`src/rtl/dac_spi_receiver.sv`:
```
// SPI slave receiver for 16-bit DAC words, crossing from the SPI pins into the okClk domain.
// Optional macro DAC_SPI_RX_FIFO_EN selects a 4-entry FWFT FIFO instead of a single holding register.
module dac_spi_receiver (
  input  logic        okClk,
  input  logic        reset,
  input  logic        spi_sclk,
  input  logic        spi_sdio,
  input  logic        spi_cs_n,
  output logic [15:0] rx_data,
  output logic        rx_valid,
  input  logic        rx_ready,
  output logic        frame_err,
  output logic        overflow,
  output logic        busy
);

  typedef enum logic [1:0] {WAIT_IDLE, IDLE, SHIFT} state_t;

  // [0],[1] = synchronizer, [2] = history for edge detection
  logic [2:0] r_sclk_s, r_sdio_s, r_cs_s;

  // NOTE: every clocked block uses non-blocking assignments so all registers update from pre-edge values.
  always_ff @(posedge okClk) begin
    if (reset) begin
      r_sclk_s <= 3'b111;
      r_cs_s   <= 3'b111;
      r_sdio_s <= 3'b000;
    end else begin
      r_sclk_s <= {r_sclk_s[1:0], spi_sclk};
      r_cs_s   <= {r_cs_s[1:0], spi_cs_n};
      r_sdio_s <= {r_sdio_s[1:0], spi_sdio};
    end
  end

  logic w_sclk_rise, w_cs_rise, w_cs_fall, w_sdio;
  assign w_sclk_rise = r_sclk_s[1] & ~r_sclk_s[2];
  assign w_cs_rise   = r_cs_s[1] & ~r_cs_s[2];
  assign w_cs_fall   = ~r_cs_s[1] & r_cs_s[2];
  // Data has been stable since the preceding sclk fall, at least three cycles earlier.
  assign w_sdio      = r_sdio_s[2];

  state_t      r_state;
  logic [15:0] r_shift;
  logic [4:0]  r_bit_cnt;
  logic [1:0]  r_settle;
  logic        r_frame_err, r_busy, r_overflow;

  logic [15:0] w_shift_next;
  logic [4:0]  w_cnt_next;
  logic        w_commit;

  // A sclk rise coinciding with the cs_n rise is counted before the length is judged.
  // NOTE: defaults first in always_comb so no path leaves a signal unassigned (no latch).
  always_comb begin
    w_shift_next = r_shift;
    w_cnt_next   = r_bit_cnt;
    if (w_sclk_rise) begin
      w_shift_next = {r_shift[14:0], w_sdio};
      if (r_bit_cnt != 5'd17) w_cnt_next = r_bit_cnt + 5'd1;
    end
  end

  assign w_commit = (r_state == SHIFT) && w_cs_rise && (w_cnt_next == 5'd16);

  // r_settle lets the synchronizers flush their reset value before cs_n is trusted.
  always_ff @(posedge okClk) begin
    if (reset) begin
      r_state     <= WAIT_IDLE;
      r_shift     <= '0;
      r_bit_cnt   <= '0;
      r_settle    <= '0;
      r_frame_err <= 1'b0;
      r_busy      <= 1'b0;
    end else begin
      r_frame_err <= 1'b0;
      case (r_state)
        WAIT_IDLE: begin
          if (r_settle != 2'd3) r_settle <= r_settle + 2'd1;
          else if (r_cs_s[1])   r_state  <= IDLE;
        end
        IDLE: begin
          if (w_cs_fall) begin
            r_state   <= SHIFT;
            r_shift   <= '0;
            r_bit_cnt <= '0;
            r_busy    <= 1'b1;
          end
        end
        SHIFT: begin
          r_shift   <= w_shift_next;
          r_bit_cnt <= w_cnt_next;
          if (w_cs_rise) begin
            r_state     <= IDLE;
            r_busy      <= 1'b0;
            r_frame_err <= (w_cnt_next != 5'd16);
          end
        end
        default: begin
          r_state  <= WAIT_IDLE;
          r_settle <= '0;
          r_busy   <= 1'b0;
        end
      endcase
    end
  end

  assign frame_err = r_frame_err;
  assign busy      = r_busy;
  assign overflow  = r_overflow;

`ifdef DAC_SPI_RX_FIFO_EN
  logic [15:0] r_mem [4];
  logic [1:0]  r_wr_ptr, r_rd_ptr;
  logic [2:0]  r_count;
  logic        w_pop, w_full, w_push;

  assign w_pop  = (r_count != 3'd0) && rx_ready;
  assign w_full = (r_count == 3'd4);
  assign w_push = w_commit && (!w_full || w_pop);

  always_ff @(posedge okClk) begin
    if (reset) begin
      r_wr_ptr   <= '0;
      r_rd_ptr   <= '0;
      r_count    <= '0;
      r_overflow <= 1'b0;
    end else begin
      r_overflow <= w_commit && w_full && !w_pop;
      if (w_push) r_wr_ptr <= r_wr_ptr + 2'd1;
      if (w_pop)  r_rd_ptr <= r_rd_ptr + 2'd1;
      case ({w_push, w_pop})
        2'b10:   r_count <= r_count + 3'd1;
        2'b01:   r_count <= r_count - 3'd1;
        default: r_count <= r_count;
      endcase
    end
  end

  // NOTE: the storage array has no reset; the occupancy count alone decides what is valid.
  always_ff @(posedge okClk) begin
    if (w_push) r_mem[r_wr_ptr] <= w_shift_next;
  end

  assign rx_valid = (r_count != 3'd0);
  assign rx_data  = rx_valid ? r_mem[r_rd_ptr] : 16'h0000;
`else
  logic [15:0] r_hold;
  logic        r_valid;
  logic        w_pop, w_push;

  assign w_pop  = r_valid && rx_ready;
  assign w_push = w_commit && (!r_valid || w_pop);

  always_ff @(posedge okClk) begin
    if (reset) begin
      r_hold     <= '0;
      r_valid    <= 1'b0;
      r_overflow <= 1'b0;
    end else begin
      r_overflow <= w_commit && r_valid && !w_pop;
      if (w_push) begin
        r_hold  <= w_shift_next;
        r_valid <= 1'b1;
      end else if (w_pop) begin
        r_valid <= 1'b0;
      end
    end
  end

  assign rx_valid = r_valid;
  assign rx_data  = r_hold;
`endif

endmodule

```
`config.mk`:
```
export PLATFORM = sky130hd
export DESIGN_NAME = dac_spi_receiver
export DESIGN_NICKNAME = d
export VERILOG_FILES = /design/src/rtl/dac_spi_receiver.sv
export SDC_FILE = /design/constraint.sdc
export NUM_CORES = 1
export LEC_CHECK = 0
export ABC_AREA = 1
export BUFFER_PORTS_ARGS = -buffer_cell sky130_fd_sc_hd__buf_2
export CORE_UTILIZATION = 52
export DETAILED_ROUTE_END_ITERATION = 10
export MAX_ROUTING_LAYER = met4
export PLACE_DENSITY = 0.75
export SYNTH_ARGS = -nofsm -noshare
export SYNTH_HDL_FRONTEND = slang
export SYNTH_SLANG_ARGS = --single-unit
export TNS_END_PERCENT = 30
```
`constraint.sdc`:
```
create_clock -name okClk -period 1.77 [get_ports okClk]
set_input_delay 0.354 -clock okClk [delete_from_list [all_inputs] [get_ports okClk]]
set_output_delay 0.354 -clock okClk [all_outputs]
set_load 0.02 [all_outputs]
```
==> report_table.html, run 1 <==
<table>
<tr><th>Metric</th><th>Value</th></tr>
<tr><th colspan="2">Clocking</th></tr>
<tr><td>Clock root cell</td><td>clkbuf_8</td></tr>
<tr><td>Number of buffers added by the clock tree synthesis step</td><td>5</td></tr>
<tr><td>Number of buffers inserted by hold repair at cts</td><td>0</td></tr>
<tr><td>Num Clock Sinks</td><td>54</td></tr>
<tr><td>Maximum count of clock buffers along a single path</td><td>2</td></tr>
<tr><td>H-tree level count</td><td>2</td></tr>
<tr><td>CTS tree</td><td>done</td></tr>
<tr><td>Clock latency on the worst-skew pair</td><td>roughly 0.31 ns</td></tr>
<tr><td>Clock-pin slew on the worst setup and hold paths</td><td>about 0.1 ns</td></tr>
<tr><th colspan="2">Drt</th></tr>
<tr><td>Wire length per cell</td><td>about 12 um</td></tr>
<tr><td>Number of remaining DRC errors</td><td>0</td></tr>
<tr><td>Iteration count of the initial detailed-routing pass</td><td>6</td></tr>
<tr><td>Total detailed-routing wirelength</td><td>5.427 mm</td></tr>
<tr><td>Via density per instance</td><td>between 4 and 5</td></tr>
<tr><td>ANT nets after route</td><td>0</td></tr>
<tr><td>Vias post-DR</td><td>2264</td></tr>
<tr><td>Number of DRC markers after the initial detailed-route iteration</td><td>around 150</td></tr>
<tr><th colspan="2">Min path</th></tr>
<tr><td>Hold Path End</td><td>r_sclk_s[0]</td></tr>
<tr><td>Origin of the worst min-delay path</td><td>spi_sclk</td></tr>
<tr><td>Path class of the lowest-slack min-delay path</td><td>in -&gt; reg</td></tr>
<tr><td>Number of cells traversed by the worst hold path</td><td>2</td></tr>
<tr><th colspan="2">Layout</th></tr>
<tr><td>Number of fillers in the final layout</td><td>slightly below 400</td></tr>
<tr><td>Fraction of final layout cells sized beyond drive strength 1</td><td>between 20% and 30%</td></tr>
<tr><td>Layout Area Growth over Synthesis</td><td>21.88%</td></tr>
<tr><td>Number of antenna cells inserted</td><td>0</td></tr>
<tr><td>Number of nets in the final layout</td><td>414</td></tr>
<tr><td>Non-filler cells, final</td><td>between 400 and 500</td></tr>
<tr><th colspan="2">Global route</th></tr>
<tr><td>Total congestion overflow</td><td>0</td></tr>
<tr><td>Global routing usage on met1</td><td>roughly 29%</td></tr>
<tr><td>Number of global-route vias before repair</td><td>roughly 2000</td></tr>
<tr><td>Global-route wire length before repair</td><td>between 8 and 9 mm</td></tr>
<tr><td>Global routing met2 resource utilization</td><td>between 30 and 40%</td></tr>
<tr><td>Largest net degree at the start of global routing</td><td>28</td></tr>
<tr><td>Most Crowded Layer GR</td><td>met2</td></tr>
<tr><td>Met3 Usage GRT</td><td>around 4.6%</td></tr>
<tr><td>GRT Total Usage</td><td>a little under a quarter</td></tr>
<tr><td>Antenna violations before repair</td><td>0</td></tr>
<tr><th colspan="2">Status</th></tr>
<tr><td>Violations in the final reports</td><td>setup timing</td></tr>
<tr><td>Run status</td><td>finished with violations</td></tr>
<tr><th colspan="2">Worst setup path</th></tr>
<tr><td>Worst EP arrival</td><td>approximately 2.0 ns</td></tr>
<tr><td>Crit-path max FO</td><td>7</td></tr>
<tr><td>Launch instance of the worst register-to-register path</td><td>r_sclk_s[1]</td></tr>
<tr><td>Buffers &amp; Inverters on Critical Path</td><td>4</td></tr>
<tr><td>Cell family with most CP delay</td><td>simple AND/OR/NAND/NOR gates</td></tr>
<tr><td>Worst endpoint required time</td><td>a little under 2 ns</td></tr>
<tr><td>Startpoint class of the critical path</td><td>flop</td></tr>
<tr><td>Worst setup path category</td><td>reg -&gt; reg</td></tr>
<tr><td>Depth of the most critical reg-to-reg path</td><td>11</td></tr>
<tr><td>FF-to-FF End</td><td>rx_data[9]</td></tr>
<tr><td>R2R setup slack</td><td>-0.05 ns</td></tr>
<tr><td>CP cell instances</td><td>inv_2 -&gt; nor2_4 -&gt; buf_4 -&gt; nand3_1 -&gt; nand2_2 -&gt; inv_2 -&gt; nor2_4 -&gt; nand4_4 -&gt; clkbuf_16 -&gt; nor2_1 -&gt; nor2_1</td></tr>
<tr><td>Maximum single-stage delay on the critical path</td><td>about 0.40 ns</td></tr>
<tr><td>CP Capture Type</td><td>flop</td></tr>
<tr><td>Cell at the slowest stage of the critical path</td><td>dfxtp_1</td></tr>
<tr><th colspan="2">Timing</th></tr>
<tr><td>Final clock period utilization by the worst path</td><td>102.6%</td></tr>
<tr><td>Worst-case clock skew</td><td>slightly above 0.008 ns</td></tr>
<tr><td>Total setup violations reported at the end of the flow</td><td>15</td></tr>
<tr><td>Fin crit period</td><td>between 1.5 and 2 ns</td></tr>
<tr><td>Worst slew slack as a fraction of its limit</td><td>about four fifths</td></tr>
<tr><td>RSZ-0062 raised after global routing</td><td>true</td></tr>
<tr><td>Transition time at the pin with the least slew margin</td><td>between 0.2 and 0.3 ns</td></tr>
<tr><td>Final worst-path setup slack</td><td>-0.04545 ns</td></tr>
<tr><td>Max frequency</td><td>about 550 MHz</td></tr>
<tr><td>Final hold violations</td><td>0</td></tr>
<tr><td>Max-slew violation count</td><td>0</td></tr>
<tr><th colspan="2">Die</th></tr>
<tr><td>Placeable core region</td><td>about 4500 um^2</td></tr>
<tr><td>Count of pins on the block boundary</td><td>26</td></tr>
<tr><td>Initial cell density of the core</td><td>55.20%</td></tr>
<tr><td>Width of the die</td><td>70.92 um</td></tr>
<tr><td>Die Height</td><td>between 70 and 80 um</td></tr>
<tr><td>Total number of placement rows</td><td>24</td></tr>
<tr><td>Die area</td><td>a little over 5000 um^2</td></tr>
<tr><th colspan="2">Yosys</th></tr>
<tr><td>Dominant combinational cell family by area after synthesis</td><td>simple AND/OR/NAND/NOR gates</td></tr>
<tr><td>Warnings, synthesis</td><td>0</td></tr>
<tr><td>Average size of a mapped cell</td><td>6.767 um^2</td></tr>
<tr><td>Simple-gate share of the synthesized area</td><td>between 30% and 40%</td></tr>
<tr><td>Register bit total from synthesis</td><td>54</td></tr>
<tr><td>Synthesized instance count</td><td>around 370</td></tr>
<tr><td>Nets in the synthesized netlist</td><td>377</td></tr>
<tr><td>Cell Area, Synth</td><td>between 2000 and 2500 um^2</td></tr>
<tr><td>Synthesized-area fraction occupied by adder cells</td><td>3.040%</td></tr>
<tr><td>Distinct cell type count of the synthesized netlist</td><td>24</td></tr>
<tr><td>Synthesized-area fraction occupied by ao, oa, aoi and oai cells</td><td>under 10%</td></tr>
<tr><td>Sequential area share after synthesis</td><td>43.77%</td></tr>
<tr><td>Post-synthesis mux area share</td><td>0%</td></tr>
<tr><td>Parity-gate share of the synthesized area counting xor and xnor cells</td><td>0%</td></tr>
<tr><th colspan="2">Power</th></tr>
<tr><td>Maximum ir drop on the vdd rail</td><td>around 0.70 mV</td></tr>
<tr><td>Register share of total power</td><td>between 40% and 50%</td></tr>
<tr><td>Power spent charging and discharging nets</td><td>913.1 uW</td></tr>
<tr><td>Clock power share</td><td>approximately 29%</td></tr>
<tr><td>Reported leakage power</td><td>1.479 nW</td></tr>
<tr><td>Part of the power in combinational logic</td><td>approximately 26%</td></tr>
<tr><td>Proportion of total power due to net switching</td><td>31.86%</td></tr>
<tr><td>Internal Power</td><td>1.953 mW</td></tr>
<tr><td>Power per cell area</td><td>about 950 nW/um^2</td></tr>
<tr><th colspan="2">Placement</th></tr>
<tr><td>Number of cells in the design after placement</td><td>between 400 and 500</td></tr>
<tr><td>Total of buffers placed on input and output ports</td><td>25</td></tr>
<tr><td>Routability cong.</td><td>between 0.7 and 0.8</td></tr>
<tr><td>Estimated wirelength of the detail-placed design</td><td>between 3 and 4 mm</td></tr>
<tr><td>Worst-case setup slack after placement</td><td>0.007508 ns</td></tr>
<tr><th colspan="2">Flow run</th></tr>
<tr><td>Maximum capacitance violations</td><td>0</td></tr>
</table>
[cells in the final DEF, fill, tap and decap left out, types with 8 or more instances in the layout]
cell type	instances
a21oi_1	28
nor2_1	33
or2_2	8
buf_2	25
inv_1	45
nand2_1	114
dfxtp_1	52
nand3_1	9
o21ai_0	10
buf_4	15
[registers in the layout (all words and copies together), names as in the netlist, 2 cells and up]
| signal | flops |
|---|---|
| r_settle | 2 |
| r_shift | 16 |
| r_cs_s | 3 |
| rx_data | 16 |
| r_bit_cnt | 5 |
| r_sclk_s | 3 |
| r_sdio_s | 3 |
| r_state | 2 |
[layout make-up]
type,instances,area [um^2],area share [%]
flip-flops and latches,54,1086,36.08
clock inverters,2,37.54,1.247
repair buffers,44,327.8,10.89
multi-input cells,245,1226,40.73
well taps,52,65.06,2.161
inverters,52,195.2,6.484
clock buffers,6,72.57,2.411
[worst max-delay path by stage]
stage | startpoint | depth (start not counted) | end
2_1_floorplan | r_state[0] | 8 | rx_data[10]
3_3_place_gp | r_bit_cnt[1] | 13 | rx_data[12]
3_5_place_dp | r_bit_cnt[1] | 14 | rx_data[10]
4_1_cts | r_bit_cnt[1] | 15 | rx_data[0]
5_1_grt | r_sclk_s[1] | 12 | rx_data[6]
6_report | r_sclk_s[1] | 11 | rx_data[9]
[synth_stat cells]
cell / instances / share of area, %
nand2_1: 126 / 19
dfxtp_1: 54 / 44
inv_1: 47 / 7.1
nor2_1: 38 / 5.8
a21oi_1: 28 / 5.7
nand3_1: 12 / 2.4
o21ai_0: 10 / 2.0
clkbuf_1: 9 / 1.4
or2_2: 8 / 2.0
nand4_1: 7 / 1.8
ha_1: 6 / 3.0
inv_2: 5 / 0.76
a211oi_1: 2 / 0.61
buf_2: 2 / 0.41
buf_4: 2 / 0.61
buf_6: 1 / 0.46
nand4_4: 1 / 0.86
nor2_2: 1 / 0.25
nor2_4: 1 / 0.46
nor3_2: 1 / 0.41
nor4_1: 1 / 0.25
o21ai_1: 1 / 0.20
o21bai_1: 1 / 0.30
or2_1: 1 / 0.25
[through the flow]
step / utilization (%) / hold WS, ns / cell area [um^2] / TNS (ns) / power [mW]
final: 67.28 / 0.2184 / 3010 / -0.4146 / 2.866
after detailed placement: 60.29 / 0.3922 / 2698 / 0 / 2.036
after floorplan: - / 0.3883 / 2470 / 0 / 1.805
after global placement: 60.29 / 0.3914 / 2698 / 0 / 2.020
after global routing: 67.28 / 0.2088 / 3010 / -1.793 / 3.032
after CTS: 62.81 / 0.2160 / 2810 / 0 / 2.856
[layer usage]
| metal | vias up | wire length, um |
|---|---|---|
| met2 | 56 | 2522 |
| met5 | - | 0 |
| met3 | 5 | 272 |
| met4 | 0 | 61 |
| li1 | 1189 | - |
| met1 | 1014 | 2570 |
[power by group through the flow]
| stage | Sequential, mW | Combinational (mW) | Clock (mW) |
|---|---|---|---|
| finish | 1.30 | 0.732 | 0.833 |
| global route | 1.31 | 0.836 | 0.890 |
| CTS | 1.30 | 0.713 | 0.843 |
| detailed placement | 1.33 | 0.707 | 0 |
| global placement | 1.33 | 0.695 | 0 |
| floorplan | 1.32 | 0.481 | 0 |
[repair_timing]
| action | CTS | global route |
|---|---|---|
| setup buffers | 0 | 6 |
| endpoints found under the setup margin | 9 | 17 |
| gates cloned | 0 | 2 |
| resized for setup | 2 | 32 |
| pin swaps | 0 | 10 |
| hold endpoints to repair | 0 | 0 |
[cells by family (layout without fill, tap and decap cells)]
group,Yosys count,in the layout
buf+inv,66,104
compound gates,42,42
flops,54,54
simple gates,197,197
fa+ha+maj,6,6
Power figures use the tool's default switching activity.
==> run 2: changes to the inputs <==
--- a/config.mk
+++ b/config.mk
@@ -5,8 +5,8 @@
 export SDC_FILE = /design/constraint.sdc
 export NUM_CORES = 1
 export LEC_CHECK = 0
-export ABC_AREA = 1
 export BUFFER_PORTS_ARGS = -buffer_cell sky130_fd_sc_hd__buf_2
+export CORE_MARGIN = 2
 export CORE_UTILIZATION = 52
 export DETAILED_ROUTE_END_ITERATION = 10
 export MAX_ROUTING_LAYER = met4
==> report_table.html, run 2 <==
<table>
<tr><th>Metric</th><th>Value</th></tr>
<tr><th colspan="2">Status</th></tr>
<tr><td>Run status</td><td>finished with violations</td></tr>
<tr><td>Violations in the final reports</td><td>setup timing</td></tr>
<tr><th colspan="2">Min path</th></tr>
<tr><td>Path class of the lowest-slack min-delay path</td><td>in -&gt; reg</td></tr>
<tr><td>Hold Path End</td><td>r_sclk_s[0]</td></tr>
<tr><td>Origin of the worst min-delay path</td><td>spi_sclk</td></tr>
<tr><td>Number of cells traversed by the worst hold path</td><td>2</td></tr>
<tr><th colspan="2">Timing</th></tr>
<tr><td>Max frequency</td><td>around 500 MHz</td></tr>
<tr><td>Worst slew slack as a fraction of its limit</td><td>57.34%</td></tr>
<tr><td>WHS</td><td>0.2132 ns</td></tr>
<tr><td>Worst-case clock skew</td><td>~0.0065 ns</td></tr>
<tr><td>Post-route setup TNS</td><td>-3.620 ns</td></tr>
<tr><td>Transition time at the pin with the least slew margin</td><td>about 0.64 ns</td></tr>
<tr><td>Final clock period utilization by the worst path</td><td>114.9%</td></tr>
<tr><td>Max-slew violation count</td><td>0</td></tr>
<tr><td>Final hold violations</td><td>0</td></tr>
<tr><td>Total setup violations reported at the end of the flow</td><td>16</td></tr>
<tr><td>RSZ-0062 raised after global routing</td><td>true</td></tr>
<tr><td>Fin crit period</td><td>2.033 ns</td></tr>
<tr><td>Final worst-path setup slack</td><td>-0.2634 ns</td></tr>
<tr><th colspan="2">Placement</th></tr>
<tr><td>Number of cells in the design after placement</td><td>roughly 330</td></tr>
<tr><td>Estimated wirelength of the detail-placed design</td><td>approximately 3.1 mm</td></tr>
<tr><td>Worst-case setup slack after placement</td><td>-0.1757 ns</td></tr>
<tr><td>Area after DPL</td><td>2723 um^2</td></tr>
<tr><td>Routability cong.</td><td>around 0.97</td></tr>
<tr><td>Total of buffers placed on input and output ports</td><td>25</td></tr>
<tr><th colspan="2">Global route</th></tr>
<tr><td>Antenna violations before repair</td><td>0</td></tr>
<tr><td>Total congestion overflow</td><td>0</td></tr>
<tr><td>Largest net degree at the start of global routing</td><td>29</td></tr>
<tr><td>Number of global-route vias before repair</td><td>~1700</td></tr>
<tr><td>GRT Total Usage</td><td>20.02%</td></tr>
<tr><td>Global-route wire length before repair</td><td>7.866 mm</td></tr>
<tr><th colspan="2">Die</th></tr>
<tr><td>Width of the die</td><td>just over 70 um</td></tr>
<tr><td>Initial cell density of the core</td><td>54.14%</td></tr>
<tr><td>Die Height</td><td>roughly 70 um</td></tr>
<tr><td>Die area</td><td>roughly 5100 um^2</td></tr>
<tr><td>Placeable core region</td><td>around 4400 um^2</td></tr>
<tr><td>Total number of placement rows</td><td>24</td></tr>
<tr><td>Count of pins on the block boundary</td><td>26</td></tr>
<tr><th colspan="2">Layout</th></tr>
<tr><td>Leading cell type in the layout, fill and taps excluded</td><td>dfxtp_1</td></tr>
<tr><td>Final design utilization</td><td>67.32%</td></tr>
<tr><td>Layout Area Growth over Synthesis</td><td>24.35%</td></tr>
<tr><td>Area of all placed cells without fillers</td><td>2952 um^2</td></tr>
<tr><td>Number of antenna cells inserted</td><td>0</td></tr>
<tr><td>Commonest non-fill, non-tap cells in the layout</td><td>52 x dfxtp_1, 25 x nor2_1, 25 x buf_2</td></tr>
<tr><td>Fraction of final layout cells sized beyond drive strength 1</td><td>36.93%</td></tr>
<tr><td>Non-filler cells, final</td><td>339</td></tr>
<tr><td>Number of nets in the final layout</td><td>298</td></tr>
<tr><td>Number of fillers in the final layout</td><td>between 300 and 400</td></tr>
<tr><th colspan="2">Clocking</th></tr>
<tr><td>Clock root cell</td><td>clkbuf_8</td></tr>
<tr><td>Maximum count of clock buffers along a single path</td><td>2</td></tr>
<tr><td>Clock latency on the worst-skew pair</td><td>about 0.32 ns</td></tr>
<tr><td>Number of buffers added by the clock tree synthesis step</td><td>5</td></tr>
<tr><td>Num Clock Sinks</td><td>54</td></tr>
<tr><td>CTS tree</td><td>done</td></tr>
<tr><td>H-tree level count</td><td>2</td></tr>
<tr><td>Clock-pin slew on the worst setup and hold paths</td><td>0.10 ns</td></tr>
<tr><th colspan="2">Worst setup path</th></tr>
<tr><td>CP Capture Type</td><td>flop</td></tr>
<tr><td>Cell family with most CP delay</td><td>compound AO/OA/AOI/OAI gates</td></tr>
<tr><td>Launch instance of the worst register-to-register path</td><td>r_bit_cnt[1]</td></tr>
<tr><td>Depth of the most critical reg-to-reg path</td><td>9</td></tr>
<tr><td>R2R setup slack</td><td>-0.26 ns</td></tr>
<tr><td>Startpoint class of the critical path</td><td>flop</td></tr>
<tr><td>Cell at the slowest stage of the critical path</td><td>a2111o_1</td></tr>
<tr><td>FF-to-FF End</td><td>rx_data[1]</td></tr>
<tr><td>Worst endpoint required time</td><td>around 2 ns</td></tr>
<tr><td>Worst setup path category</td><td>reg -&gt; reg</td></tr>
<tr><td>Maximum single-stage delay on the critical path</td><td>0.48 ns</td></tr>
<tr><td>Buffers &amp; Inverters on Critical Path</td><td>3</td></tr>
<tr><td>Worst EP arrival</td><td>~2.3 ns</td></tr>
<tr><td>Crit-path max FO</td><td>6</td></tr>
<tr><td>CP cell instances</td><td>inv_2 -&gt; ha_4 -&gt; nand3b_1 -&gt; a2111o_1 -&gt; a221oi_4 -&gt; buf_12 -&gt; buf_6 -&gt; nor2_1 -&gt; a211oi_1</td></tr>
<tr><th colspan="2">Yosys</th></tr>
<tr><td>Post-synth EDFFs</td><td>0</td></tr>
<tr><td>Register bit total from synthesis</td><td>54</td></tr>
<tr><td>Top-count cell post-synth</td><td>dfxtp_1</td></tr>
<tr><td>Top flip-flop cell by instance count after synthesis</td><td>dfxtp_1</td></tr>
<tr><td>Most used standard cells in the synthesized netlist</td><td>54 x dfxtp_1, 30 x nor2_1, 17 x a22oi_1, 17 x mux2i_1, 14 x a211oi_2</td></tr>
<tr><td>Nets in the synthesized netlist</td><td>about 250</td></tr>
<tr><td>Sequential area share after synthesis</td><td>roughly 46%</td></tr>
<tr><td>Top cells by area, synth</td><td>dfxtp_1 46%, a211oi_2 7.4%, mux2i_1 7.2%</td></tr>
<tr><td>Warnings, synthesis</td><td>0</td></tr>
<tr><td>Distinct cell type count of the synthesized netlist</td><td>38</td></tr>
<tr><td>Average size of a mapped cell</td><td>approximately 10 um^2</td></tr>
<tr><td>Area share of the leading cell type in the synthesized netlist</td><td>45.55%</td></tr>
<tr><td>Cell Area, Synth</td><td>2374 um^2</td></tr>
<tr><td>Synthesized instance count</td><td>about 240</td></tr>
<tr><td>Cell type with the largest total area after synthesis</td><td>dfxtp_1</td></tr>
<tr><td>Proportion of register bits with asynchronous set or reset after synthesis</td><td>0%</td></tr>
<tr><th colspan="2">Power</th></tr>
<tr><td>Power per cell area</td><td>around 800 nW/um^2</td></tr>
<tr><td>Maximum ir drop on the vdd rail</td><td>0.5087 mV</td></tr>
<tr><td>Reported leakage power</td><td>between 1 and 1.5 nW</td></tr>
<tr><td>Power after layout</td><td>2.295 mW</td></tr>
<tr><th colspan="2">Drt</th></tr>
<tr><td>Number of remaining DRC errors</td><td>0</td></tr>
<tr><td>ANT nets after route</td><td>0</td></tr>
<tr><td>Wire length per cell</td><td>14.92 um</td></tr>
<tr><td>Number of DRC markers after the initial detailed-route iteration</td><td>around 130</td></tr>
<tr><td>Via density per instance</td><td>approximately 5.7</td></tr>
<tr><td>Total detailed-routing wirelength</td><td>roughly 5 mm</td></tr>
<tr><td>Iteration count of the initial detailed-routing pass</td><td>4</td></tr>
<tr><td>Vias post-DR</td><td>between 1500 and 2000</td></tr>
<tr><th colspan="2">Flow run</th></tr>
<tr><td>Maximum capacitance violations</td><td>0</td></tr>
</table>
run 2: worst max-delay path by stage:
stage,from,endpoint,slack [ns],cells after the start
4_1_cts,r_bit_cnt[1],rx_data[10],-0.20,8
2_1_floorplan,r_sclk_s[1],rx_data[10],-0.08,7
3_5_place_dp,r_bit_cnt[1],rx_data[10],-0.18,8
5_1_grt,r_bit_cnt[1],rx_data[1],-0.37,9
6_report,r_bit_cnt[1],rx_data[1],-0.26,9
3_3_place_gp,r_bit_cnt[1],rx_data[1],-0.12,8
run 2: cell type report:
class / count / area [um^2] / area share (%)
Inverter: 4 / 15.01 / 0.5087
Clock inverter: 2 / 13.76 / 0.4663
Tap cell: 52 / 65.06 / 2.204
Sequential cell: 54 / 1086 / 36.80
Multi-Input combinational cell: 165 / 1229 / 41.63
Timing Repair Buffer: 56 / 449.2 / 15.22
Clock buffer: 6 / 93.84 / 3.179
run 2: layer usage:
| layer | share of wire, % | global-route usage, % | vias to the layer above |
|---|---|---|---|
| li1 | - | - | 951 |
| met1 | 46 | 25.49 | 924 |
| met2 | 49 | 31.38 | 45 |
| met3 | 3.5 | 3.376 | 6 |
| met4 | 1.1 | 8.805 | 0 |
| met5 | 0 | - | - |
run 2: repair_timing:
| action | in CTS | in global routing |
|---|---|---|
| pin swaps | 0 | 6 |
| hold buffers | 0 | 0 |
| cloned | 0 | 3 |
| resized for setup | 2 | 7 |
| buffers inserted | 0 | 3 |
| endpoints found under the setup margin | 32 | 33 |
run 2: logic make-up after synthesis:
family,after synthesis,synth area share (%)
mux,17,7.169
buf+inv,20,4.059
flops,54,45.55
xor+xnor,2,0.7381
fa+ha+maj,6,3.163
compound gates,63,22.51
simple gates,77,16.82
run 2: report_power, final:
group | switching (mW) | total, mW | leakage (nW) | internal [mW]
Combinational | 0.126 | 0.237 | 0.743 | 0.111
Sequential | 0.0178 | 1.26 | 0.438 | 1.25
Clock | 0.427 | 0.795 | 0.0567 | 0.368
==> run 3: changes to the inputs <==
--- a/config.mk
+++ b/config.mk
@@ -11,6 +11,8 @@
 export DETAILED_ROUTE_END_ITERATION = 10
 export MAX_ROUTING_LAYER = met4
 export PLACE_DENSITY = 0.75
+export SKIP_CTS_REPAIR_TIMING = 1
+export SLEW_MARGIN = 20
 export SYNTH_ARGS = -nofsm -noshare
 export SYNTH_HDL_FRONTEND = slang
 export SYNTH_SLANG_ARGS = --single-unit
==> report_table.html, run 3 (synthesis results as in run 2) <==
<table>
<tr><th>Metric</th><th>Value</th></tr>
<tr><th colspan="2">Worst setup path</th></tr>
<tr><td>Worst EP arrival</td><td>approximately 2.3 ns</td></tr>
<tr><td>Depth of the most critical reg-to-reg path</td><td>9</td></tr>
<tr><td>Worst setup path category</td><td>reg -&gt; reg</td></tr>
<tr><td>Crit-path max FO</td><td>6</td></tr>
<tr><td>Launch instance of the worst register-to-register path</td><td>r_bit_cnt[1]</td></tr>
<tr><td>R2R setup slack</td><td>-0.26 ns</td></tr>
<tr><td>Startpoint class of the critical path</td><td>flop</td></tr>
<tr><td>CP Capture Type</td><td>flop</td></tr>
<tr><td>Worst endpoint required time</td><td>around 2 ns</td></tr>
<tr><td>FF-to-FF End</td><td>rx_data[1]</td></tr>
<tr><th colspan="2">Drt</th></tr>
<tr><td>ANT nets after route</td><td>0</td></tr>
<tr><td>Wire length per cell</td><td>approximately 15 um</td></tr>
<tr><td>Number of remaining DRC errors</td><td>0</td></tr>
<tr><td>Total detailed-routing wirelength</td><td>slightly above 5 mm</td></tr>
<tr><td>Vias post-DR</td><td>approximately 1900</td></tr>
<tr><td>Iteration count of the initial detailed-routing pass</td><td>4</td></tr>
<tr><td>Number of DRC markers after the initial detailed-route iteration</td><td>roughly 130</td></tr>
<tr><td>Via density per instance</td><td>about 5.7</td></tr>
<tr><th colspan="2">Power</th></tr>
<tr><td>Clock power share</td><td>between 30% and 40%</td></tr>
<tr><td>Power spent charging and discharging nets</td><td>~570 uW</td></tr>
<tr><td>Proportion of total power due to net switching</td><td>between 20% and 30%</td></tr>
<tr><td>Power per cell area</td><td>778.1 nW/um^2</td></tr>
<tr><td>Part of the power in combinational logic</td><td>10.3%</td></tr>
<tr><td>Register share of total power</td><td>a little under three fifths</td></tr>
<tr><td>Maximum ir drop on the vdd rail</td><td>slightly above 0.5 mV</td></tr>
<tr><td>Internal Power</td><td>around 1.7 mW</td></tr>
<tr><td>Reported leakage power</td><td>about 1.2 nW</td></tr>
<tr><th colspan="2">Placement</th></tr>
<tr><td>Worst-case setup slack after placement</td><td>-0.1757 ns</td></tr>
<tr><td>Total of buffers placed on input and output ports</td><td>25</td></tr>
<tr><td>Routability cong.</td><td>around 0.97</td></tr>
<tr><td>Area after DPL</td><td>2723 um^2</td></tr>
<tr><td>Estimated wirelength of the detail-placed design</td><td>around 3.1 mm</td></tr>
<tr><th colspan="2">Status</th></tr>
<tr><td>Violations in the final reports</td><td>setup timing</td></tr>
<tr><td>Run status</td><td>finished with violations</td></tr>
<tr><th colspan="2">Timing</th></tr>
<tr><td>Total setup violations reported at the end of the flow</td><td>16</td></tr>
<tr><td>Final clock period utilization by the worst path</td><td>114.7%</td></tr>
<tr><td>WHS</td><td>0.2117 ns</td></tr>
<tr><td>Max-slew violation count</td><td>0</td></tr>
<tr><td>Worst slew slack as a fraction of its limit</td><td>58.40%</td></tr>
<tr><td>RSZ-0062 raised after global routing</td><td>true</td></tr>
<tr><td>Post-route setup TNS</td><td>-3.654 ns</td></tr>
<tr><td>Final hold violations</td><td>0</td></tr>
<tr><td>Worst-case clock skew</td><td>0.007774 ns</td></tr>
<tr><td>Final worst-path setup slack</td><td>-0.2596 ns</td></tr>
<tr><td>Transition time at the pin with the least slew margin</td><td>0.6234 ns</td></tr>
<tr><td>Fin crit period</td><td>between 2 and 2.5 ns</td></tr>
<tr><td>Max frequency</td><td>slightly below 500 MHz</td></tr>
<tr><th colspan="2">Clocking</th></tr>
<tr><td>Clock-pin slew on the worst setup and hold paths</td><td>0.10 ns</td></tr>
<tr><td>CTS tree</td><td>done</td></tr>
<tr><td>Num Clock Sinks</td><td>54</td></tr>
<tr><td>H-tree level count</td><td>2</td></tr>
<tr><td>Number of buffers added by the clock tree synthesis step</td><td>5</td></tr>
<tr><td>Clock latency on the worst-skew pair</td><td>approximately 0.32 ns</td></tr>
<tr><td>Clock root cell</td><td>clkbuf_8</td></tr>
<tr><td>Maximum count of clock buffers along a single path</td><td>2</td></tr>
<tr><th colspan="2">Die</th></tr>
<tr><td>Count of pins on the block boundary</td><td>26</td></tr>
<tr><td>Width of the die</td><td>approximately 72 um</td></tr>
<tr><td>Die Height</td><td>71.56 um</td></tr>
<tr><td>Die area</td><td>around 5000 um^2</td></tr>
<tr><td>Placeable core region</td><td>roughly 4400 um^2</td></tr>
<tr><td>Total number of placement rows</td><td>24</td></tr>
<tr><td>Initial cell density of the core</td><td>a little over half</td></tr>
<tr><th colspan="2">Min path</th></tr>
<tr><td>Hold Path End</td><td>r_sclk_s[0]</td></tr>
<tr><td>Path class of the lowest-slack min-delay path</td><td>in -&gt; reg</td></tr>
<tr><td>Origin of the worst min-delay path</td><td>spi_sclk</td></tr>
<tr><td>Number of cells traversed by the worst hold path</td><td>2</td></tr>
<tr><th colspan="2">Layout</th></tr>
<tr><td>Layout Area Growth over Synthesis</td><td>24.35%</td></tr>
<tr><td>Leading cell type in the layout, fill and taps excluded</td><td>dfxtp_1</td></tr>
<tr><td>Commonest non-fill, non-tap cells in the layout</td><td>52 x dfxtp_1, 25 x nor2_1, 25 x buf_2</td></tr>
<tr><td>Number of fillers in the final layout</td><td>347</td></tr>
<tr><td>Fraction of final layout cells sized beyond drive strength 1</td><td>a little under two fifths</td></tr>
<tr><td>Number of antenna cells inserted</td><td>0</td></tr>
<tr><td>Number of nets in the final layout</td><td>between 200 and 300</td></tr>
<tr><td>Area of all placed cells without fillers</td><td>between 2000 and 3000 um^2</td></tr>
<tr><th colspan="2">Global route</th></tr>
<tr><td>Antenna violations before repair</td><td>0</td></tr>
<tr><td>Total congestion overflow</td><td>0</td></tr>
<tr><td>GRT Total Usage</td><td>roughly 20%</td></tr>
<tr><td>Global-route wire length before repair</td><td>roughly 7.9 mm</td></tr>
<tr><td>Number of global-route vias before repair</td><td>1724</td></tr>
<tr><td>Largest net degree at the start of global routing</td><td>29</td></tr>
<tr><th colspan="2">Flow run</th></tr>
<tr><td>Maximum capacitance violations</td><td>0</td></tr>
</table>
run 3: per-stage QoR:
step	util (%)	power [mW]	std cells
5_1_grt	67.32	2.390	339
2_1_floorplan	-	1.459	239
3_3_place_gp	62.10	1.521	325
4_1_cts	64.55	2.300	333
3_5_place_dp	62.10	1.527	325
6_report	67.32	2.297	339
run 3: final cells by class:
class	instances	area [um^2]	area share [%]
multi-input cells	165	1229	41.63
flip-flops and latches	54	1086	36.80
repair buffers	56	449.2	15.22
clock buffers	6	93.84	3.179
well taps	52	65.06	2.204
inverters	4	15.01	0.5087
clock inverters	2	13.76	0.4663
run 3: how the worst max path moves through the flow:
stage,start,to,slack (ns),depth (start not counted)
finish,r_bit_cnt[1],rx_data[1],-0.26,9
detailed placement,r_bit_cnt[1],rx_data[10],-0.18,8
CTS,r_sclk_s[1],rx_data[10],-0.22,6
global route,r_bit_cnt[1],rx_data[1],-0.37,9
global placement,r_bit_cnt[1],rx_data[1],-0.12,8
floorplan,r_sclk_s[1],rx_data[10],-0.08,7
run 3: critical path, stage by stage (launching register included):
cell and delay [ns]:
dfxtp_2 0.35, inv_2 0.06, ha_4 0.11, nand3b_1 0.10, a2111o_1 0.48, a221oi_4 0.33, buf_12 0.16, buf_6 0.12
nor2_1 0.05, a211oi_1 0.18
run 3: power groups by stage:
stage	clock network [mW]	registers (mW)	logic [mW]
detailed placement	0	1.29	0.235
global placement	0	1.29	0.230
finish	0.797	1.26	0.236
CTS	0.800	1.26	0.236
global route	0.851	1.27	0.271
floorplan	0	1.29	0.170
run 3: routing by layer:
layer	global-route usage, %	vias to the layer above	part of all wire, %
met1	25.58	927	47
li1	-	950	-
met2	30.97	40	49
met4	8.805	0	1.4
met5	-	-	0
met3	3.657	9	3.2
